$ cat config.mk
export PLATFORM = sky130hd
export DESIGN_NAME = gecko_register_scoreboard
export DESIGN_NICKNAME = d
export VERILOG_FILES = /design/src/rtl/gecko_register_scoreboard_pkg.sv /design/src/rtl/std_distributed_ram.sv /design/src/rtl/gecko_register_scoreboard.sv
export SDC_FILE = /design/constraint.sdc
export NUM_CORES = 2
export LEC_CHECK = 0
export ABC_CLOCK_PERIOD_IN_PS = 8900
export CAP_MARGIN = 10
export CORE_ASPECT_RATIO = 2
export CORE_UTILIZATION = 60
export CTS_CLUSTER_SIZE = 30
export DETAILED_ROUTE_END_ITERATION = 10
export DONT_BUFFER_PORTS = 1
export PLACE_DENSITY = 0.88
export REMOVE_ABC_BUFFERS = 1
export SYNTH_ARGS = -nofsm -noshare
export SYNTH_HDL_FRONTEND = slang
export SYNTH_SLANG_ARGS = --single-unit
$ cat constraint.sdc
create_clock -name clk -period 8.9 [get_ports clk]
set_clock_uncertainty 0.2 [all_clocks]
set_input_delay 0 -clock clk [delete_from_list [all_inputs] [get_ports clk]]
set_output_delay 0 -clock clk [all_outputs]
set_load 0.03 [all_outputs]
$ cat src/rtl/gecko_register_scoreboard_pkg.sv
// Shared types for the gecko register scoreboard: writeback operation,
// ordering tag and scoreboard lifecycle state.
package gecko_register_scoreboard_pkg;

  typedef logic [1:0] gecko_reg_status_t;

  typedef struct packed {
    logic [4:0]        addr;
    logic [31:0]       value;
    gecko_reg_status_t reg_status;
  } gecko_operation_t;

  typedef enum logic {
    INIT,
    RUN
  } gecko_scoreboard_state_t;

endpackage

$ cat src/rtl/std_distributed_ram.sv
// Distributed RAM: one synchronous write port, READ_PORTS asynchronous read ports.
module std_distributed_ram #(
  parameter int unsigned DATA_WIDTH = 32,
  parameter int unsigned ADDR_WIDTH = 5,
  parameter int unsigned READ_PORTS = 1
) (
  input  logic                                  clk,
  input  logic                                  write_enable,
  input  logic [ADDR_WIDTH-1:0]                 write_addr,
  input  logic [DATA_WIDTH-1:0]                 write_data,
  input  logic [READ_PORTS-1:0][ADDR_WIDTH-1:0] read_addr,
  output logic [READ_PORTS-1:0][DATA_WIDTH-1:0] read_data
);

  logic [DATA_WIDTH-1:0] mem [2**ADDR_WIDTH];

  always_ff @(posedge clk) begin
    if (write_enable) mem[write_addr] <= write_data;
  end

  always_comb begin
    for (int unsigned i = 0; i < READ_PORTS; i++) read_data[i] = mem[read_addr[i]];
  end

endmodule

$ cat src/rtl/gecko_register_scoreboard.sv
// Register file with per-register issue/retire tag counters that enforce
// in-order writeback and report busy operands to decode.
module gecko_register_scoreboard
  import gecko_register_scoreboard_pkg::*;
#(
  parameter int unsigned DATA_WIDTH   = 32,
  parameter int unsigned ADDR_WIDTH   = 5,
  parameter int unsigned STATUS_WIDTH = $bits(gecko_reg_status_t),
  parameter int unsigned BYPASS       = 1
) (
  input  logic                    clk,
  input  logic                    rst,
  input  logic                    wb_valid,
  output logic                    wb_ready,
  input  gecko_operation_t        wb_payload,
  input  logic [ADDR_WIDTH-1:0]   rs1_addr,
  input  logic [ADDR_WIDTH-1:0]   rs2_addr,
  output logic [DATA_WIDTH-1:0]   rs1_value,
  output logic [DATA_WIDTH-1:0]   rs2_value,
  output logic                    rs1_busy,
  output logic                    rs2_busy,
  input  logic                    reserve_valid,
  input  logic [ADDR_WIDTH-1:0]   reserve_addr,
  output logic                    reserve_ready,
  output logic [STATUS_WIDTH-1:0] reserve_status,
  output logic                    init_done,
  output logic                    order_error
);

  localparam logic [STATUS_WIDTH-1:0] TAG_ONE  = STATUS_WIDTH'(1);
  localparam logic [ADDR_WIDTH-1:0]   ADDR_ONE = ADDR_WIDTH'(1);

  gecko_scoreboard_state_t state, state_next;
  logic [ADDR_WIDTH-1:0]   sweep;

  logic [ADDR_WIDTH-1:0]   wb_addr;
  logic [DATA_WIDTH-1:0]   wb_value;
  logic [STATUS_WIDTH-1:0] wb_tag, wb_tag_next;
  logic                    wb_fire, tag_ok, commit, reserve_fire;
  logic                    hit1, hit2;

  logic [1:0][DATA_WIDTH-1:0]   rf_rd;
  logic [2:0][STATUS_WIDTH-1:0] iss_rd;
  logic [3:0][STATUS_WIDTH-1:0] ret_rd;

  logic                    rf_we, iss_we, ret_we;
  logic [ADDR_WIDTH-1:0]   rf_waddr, iss_waddr, ret_waddr;
  logic [DATA_WIDTH-1:0]   rf_wdata;
  logic [STATUS_WIDTH-1:0] iss_wdata, ret_wdata;

  assign wb_addr      = wb_payload.addr[ADDR_WIDTH-1:0];
  assign wb_value     = wb_payload.value[DATA_WIDTH-1:0];
  assign wb_tag       = wb_payload.reg_status[STATUS_WIDTH-1:0];
  assign wb_tag_next  = wb_tag + TAG_ONE;
  assign wb_fire      = wb_valid && wb_ready;
  assign tag_ok       = (wb_tag == ret_rd[3]);
  assign commit       = wb_fire && (wb_addr != '0) && tag_ok;
  assign reserve_fire = reserve_valid && reserve_ready;

  std_distributed_ram #(.DATA_WIDTH(DATA_WIDTH), .ADDR_WIDTH(ADDR_WIDTH), .READ_PORTS(2)) regfile (
    .clk(clk), .write_enable(rf_we), .write_addr(rf_waddr), .write_data(rf_wdata),
    .read_addr({rs2_addr, rs1_addr}), .read_data(rf_rd)
  );

  std_distributed_ram #(.DATA_WIDTH(STATUS_WIDTH), .ADDR_WIDTH(ADDR_WIDTH), .READ_PORTS(3)) issue (
    .clk(clk), .write_enable(iss_we), .write_addr(iss_waddr), .write_data(iss_wdata),
    .read_addr({reserve_addr, rs2_addr, rs1_addr}), .read_data(iss_rd)
  );

  std_distributed_ram #(.DATA_WIDTH(STATUS_WIDTH), .ADDR_WIDTH(ADDR_WIDTH), .READ_PORTS(4)) retired (
    .clk(clk), .write_enable(ret_we), .write_addr(ret_waddr), .write_data(ret_wdata),
    .read_addr({wb_addr, reserve_addr, rs2_addr, rs1_addr}), .read_data(ret_rd)
  );

  // During INIT the sweep owns all three write ports and zeroes one entry per cycle.
  always_comb begin
    rf_we     = commit;
    rf_waddr  = wb_addr;
    rf_wdata  = wb_value;
    iss_we    = reserve_fire && (reserve_addr != '0);
    iss_waddr = reserve_addr;
    iss_wdata = iss_rd[2] + TAG_ONE;
    ret_we    = commit;
    ret_waddr = wb_addr;
    ret_wdata = wb_tag_next;
    if (state == INIT) begin
      rf_we     = 1'b1;
      rf_waddr  = sweep;
      rf_wdata  = '0;
      iss_we    = 1'b1;
      iss_waddr = sweep;
      iss_wdata = '0;
      ret_we    = 1'b1;
      ret_waddr = sweep;
      ret_wdata = '0;
    end
  end

  always_ff @(posedge clk) begin
    if (rst) begin
      state       <= INIT;
      sweep       <= '0;
      order_error <= 1'b0;
    end else begin
      state <= state_next;
      if (state == INIT) sweep <= sweep + ADDR_ONE;
      if (wb_fire && (wb_addr != '0) && !tag_ok) order_error <= 1'b1;
    end
  end

  always_comb begin
    state_next = state;
    if (state == INIT && sweep == '1) state_next = RUN;
  end

  // reserve_ready reads the stored retired[] only, keeping wb off its timing path.
  always_comb begin
    wb_ready       = (state == RUN);
    init_done      = (state == RUN);
    reserve_ready  = (state == RUN) &&
                     ((reserve_addr == '0) || ((iss_rd[2] + TAG_ONE) != ret_rd[2]));
    reserve_status = (reserve_addr == '0) ? '0 : iss_rd[2];
  end

  always_comb begin
    hit1      = (BYPASS != 0) && commit && (wb_addr == rs1_addr);
    hit2      = (BYPASS != 0) && commit && (wb_addr == rs2_addr);
    rs1_value = hit1 ? wb_value : rf_rd[0];
    rs2_value = hit2 ? wb_value : rf_rd[1];
    rs1_busy  = hit1 ? (iss_rd[0] != wb_tag_next) : (iss_rd[0] != ret_rd[0]);
    rs2_busy  = hit2 ? (iss_rd[1] != wb_tag_next) : (iss_rd[1] != ret_rd[1]);
    if (rs1_addr == '0) begin
      rs1_value = '0;
      rs1_busy  = 1'b0;
    end
    if (rs2_addr == '0) begin
      rs2_value = '0;
      rs2_busy  = 1'b0;
    end
  end

endmodule

==> reports/qor.yml <==
layout:
  layoutNonFillerInstCount: 3975
  synthToLayoutAreaGrowth_pct: 8.536
  fin_nets: 2756
  final_layout_size_suffix_gt1_share_pct: 35.56
  layout.cells.most_common: "edfxtp_1"
  layout.cells.most_common_list: "edfxtp_1 (1,152), mux4_2 (760), nor2_1 (181), mux2i_1 (113), clkbuf_16 (94)"
  finalCoreUtilization_pct: 65.70
  fin_area_sq_um: 60920
die:
  ioPinCount: 130
  rows: 158
  floorplan.initialDensity_pct: 60.54
  die-width_um: 218.3
  die-area_sq_um: 94850
  chipHeight_um: 434.5
  core_region_area_sq_um: 92720
grt:
  groute.layer.met3.usage_pct: 11.34
  grt_use_met2_pct: 61.62
  groute.layer.met1.usage_pct: 42.77
  global_route.overflow_total: 0
  overall_track_demand_over_capacity_in_global_routing_pct: 38.24
  first_pass_grt_wire_length_um: 249200
  pin_count_of_the_biggest_net_entering_global_routing: 291
  gr_busiest_metal: "met2"
  first_global_vias: 34000
  initial_antenna_violation_count: 5
synth:
  synth_top_cell_area_share_pct: 61.63
  ys_warn_count: 0
  synth-main-ff-cell: "edfxtp_1"
  synth.cell_area_sq_um: 56130
  synth-seq-cells: 1159
  synthesis.instances: 2711
  yosys.area.top_type: "edfxtp_1"
  ys_async_sr_fraction_pct: 0
  synth_cell_types: 40
  ys_seq_area_share_pct: 61.88
  synthesis.area_per_instance_sq_um: 20.70
  synth.area.top_cells: "edfxtp_1 (62%), mux4_2 (30%), mux2i_1 (2.0%), nor2_1 (1.4%), clkbuf_1 (0.86%)"
  synth-edff-count: 1152
run_status:
  failed_checks: "max-slew violations"
  status: "complete, but fails checks"
sta:
  finalHoldViolCount: 0
  slew_violations: 273
  report.final.setup_viol: 0
  tightest_slew_ns: 1.952
  achievable-frequency_mhz: 210.6
  slew_headroom_pct: -30.15
  layout_min_cycle_time_ns: 4.747
  setup_total_negative_slack_ns: 0
  period_share_pct: 53.34
  rsz0062_at_grt: "no"
place:
  post-place-cells: 3741
  dp_hpwl_um: 95390
  gp_routability_congestion: 0.9079
  place.port_buffers: 0
  placedInstanceArea_sq_um: 57390
drt:
  drt_iter0_markers: 5780
  detailedRoute.firstPassIterationCount: 8
  route.vias.total: 32720
  route.detailed.drc: 0
  drt_wirelength_um: 175600
  avgViaCountPerCell: 8.230
  antenna_left: 0
  wire_per_inst_um: 44.19
job:
  timing.max_cap.violations: 0
min_path:
  holdCritPathClass: "input port to output port"
critical_path:
  worstSetupStartpointType: "flop"
  critical_path_class: "flop to flop"
  path_max_fanout: 4
  cp.arrival_ns: 4.97
  end_kind: "flop"
  cp_required_ns: 9.13
power:
  maximum_vdd_ir_drop_mv: 0.1662
  totalPowerFinal_mw: 11.06
  static-leakage-power_nw: 19.86
  pwr_density_cell_nw_per_um2: 181.6
clock_tree:
  cts_root_buffer: "clkbuf_16"
  clock_tree.htree_level_count: 3
  cts_max_path_buffers: 3
  clock-sinks: 1159
  cts_inserted_buffers: 93
  tritoncts_clock_tree: "built"
  insertion_delay_ns: 0.72
  clkTransAtPathRegs_ns: 0.07
==> final cells by class <==
class | instances | area (sq um)
flip-flops and latches | 1159 | 34740
fillers | 5441 | 31800
multi-input cells | 1326 | 20770
clock buffers | 114 | 2427
well taps | 1200 | 1501
repair buffers | 106 | 965.9
clock inverters | 55 | 466.7
inverters | 10 | 37.54
diodes | 5 | 12.51
==> synth_stat cells, types with 5 or more instances <==
cell / count
and2_1: 35
buf_1: 65
xnor2_1: 7
edfxtp_1: 1152
buf_2: 17
dfxtp_1: 7
mux4_2: 760
nand2_1: 27
xor2_1: 15
nor2b_1: 11
mux2i_1: 113
a22oi_1: 13
nand2b_1: 5
nand4_1: 5
clkbuf_1: 129
nor2_1: 215
a21oi_1: 78
nand3_1: 11
inv_1: 10
==> report_power, final <==
part	switching [mW]	internal [mW]	total, mW
clock	2.03	2.08	4.11
combinational	0.456	0.478	0.934
sequential	0.0395	5.98	6.02
==> kinds of logic after synthesis <==
logic type / Yosys count / share of synthesized area (%)
adders and majority gates: 2 / 0.04458
buffers and inverters: 226 / 1.589
and+or+nand+nor: 324 / 2.510
muxes: 875 / 32.56
AOI/OAI and AO/OA: 103 / 1.070
xor gates and xnor gates: 22 / 0.3433
DFF: 1159 / 61.88
==> state kept, by name, summed over array words and instances (netlist names) <==
name and cells:
issue.mem 64, init_done 1, retired.mem 64, sweep 5, regfile.mem 1024, order_error 1
==> worst max-delay path: stages, from the launching register on <==
cell and delay, ns:
edfxtp_1 0.45, mux4_2 0.56, mux4_2 0.52, xor2_1 0.18
o21ai_0 0.26, mux2_4 0.36, o41ai_4 0.27, dlygate4sd3_1 0.69
nand2b_1 0.13, nor2_1 0.17, dlygate4sd3_1 0.66
==> routing by layer <==
layer  vias up  part of all wire [%]
li1      11730                     -
met1     16640                    28
met2      3361                    50
met3       974                    13
met4         6                   9.2
met5         -                 0.023
==> final timing paths <==
path | endpoint | start | slack, ns | cells past startpoint
max | issue.mem[4][1]$_DFFE_PP_ | issue.mem[19][1]$_DFFE_PP_ | 4.15 | 10
min | rs2_value[11] | wb_payload[13] | 0.05 | 2
min reg2reg | sweep[4]$_SDFFE_PP0N_ | sweep[4]$_SDFFE_PP0N_ | 0.41 | 2
max reg2reg | issue.mem[4][1]$_DFFE_PP_ | issue.mem[19][1]$_DFFE_PP_ | 4.15 | 10
==> stage by stage <==
stage          hold slack (ns)  setup WS (ns)
4_1_cts               0.004169          4.305
3_5_place_dp           -0.1202          4.929
3_3_place_gp           -0.1259          4.935
2_1_floorplan          -0.1309         0.7909
6_report               0.04642          4.153
5_1_grt                0.04275          4.130
==> what timing repair did <==
action	CTS	global route
hold endpoints to repair	995	96
setup buffers	0	0
hold buffers	53	3
gates resized for setup	0	0
Note: power is estimated with default switching activity, not from simulation.
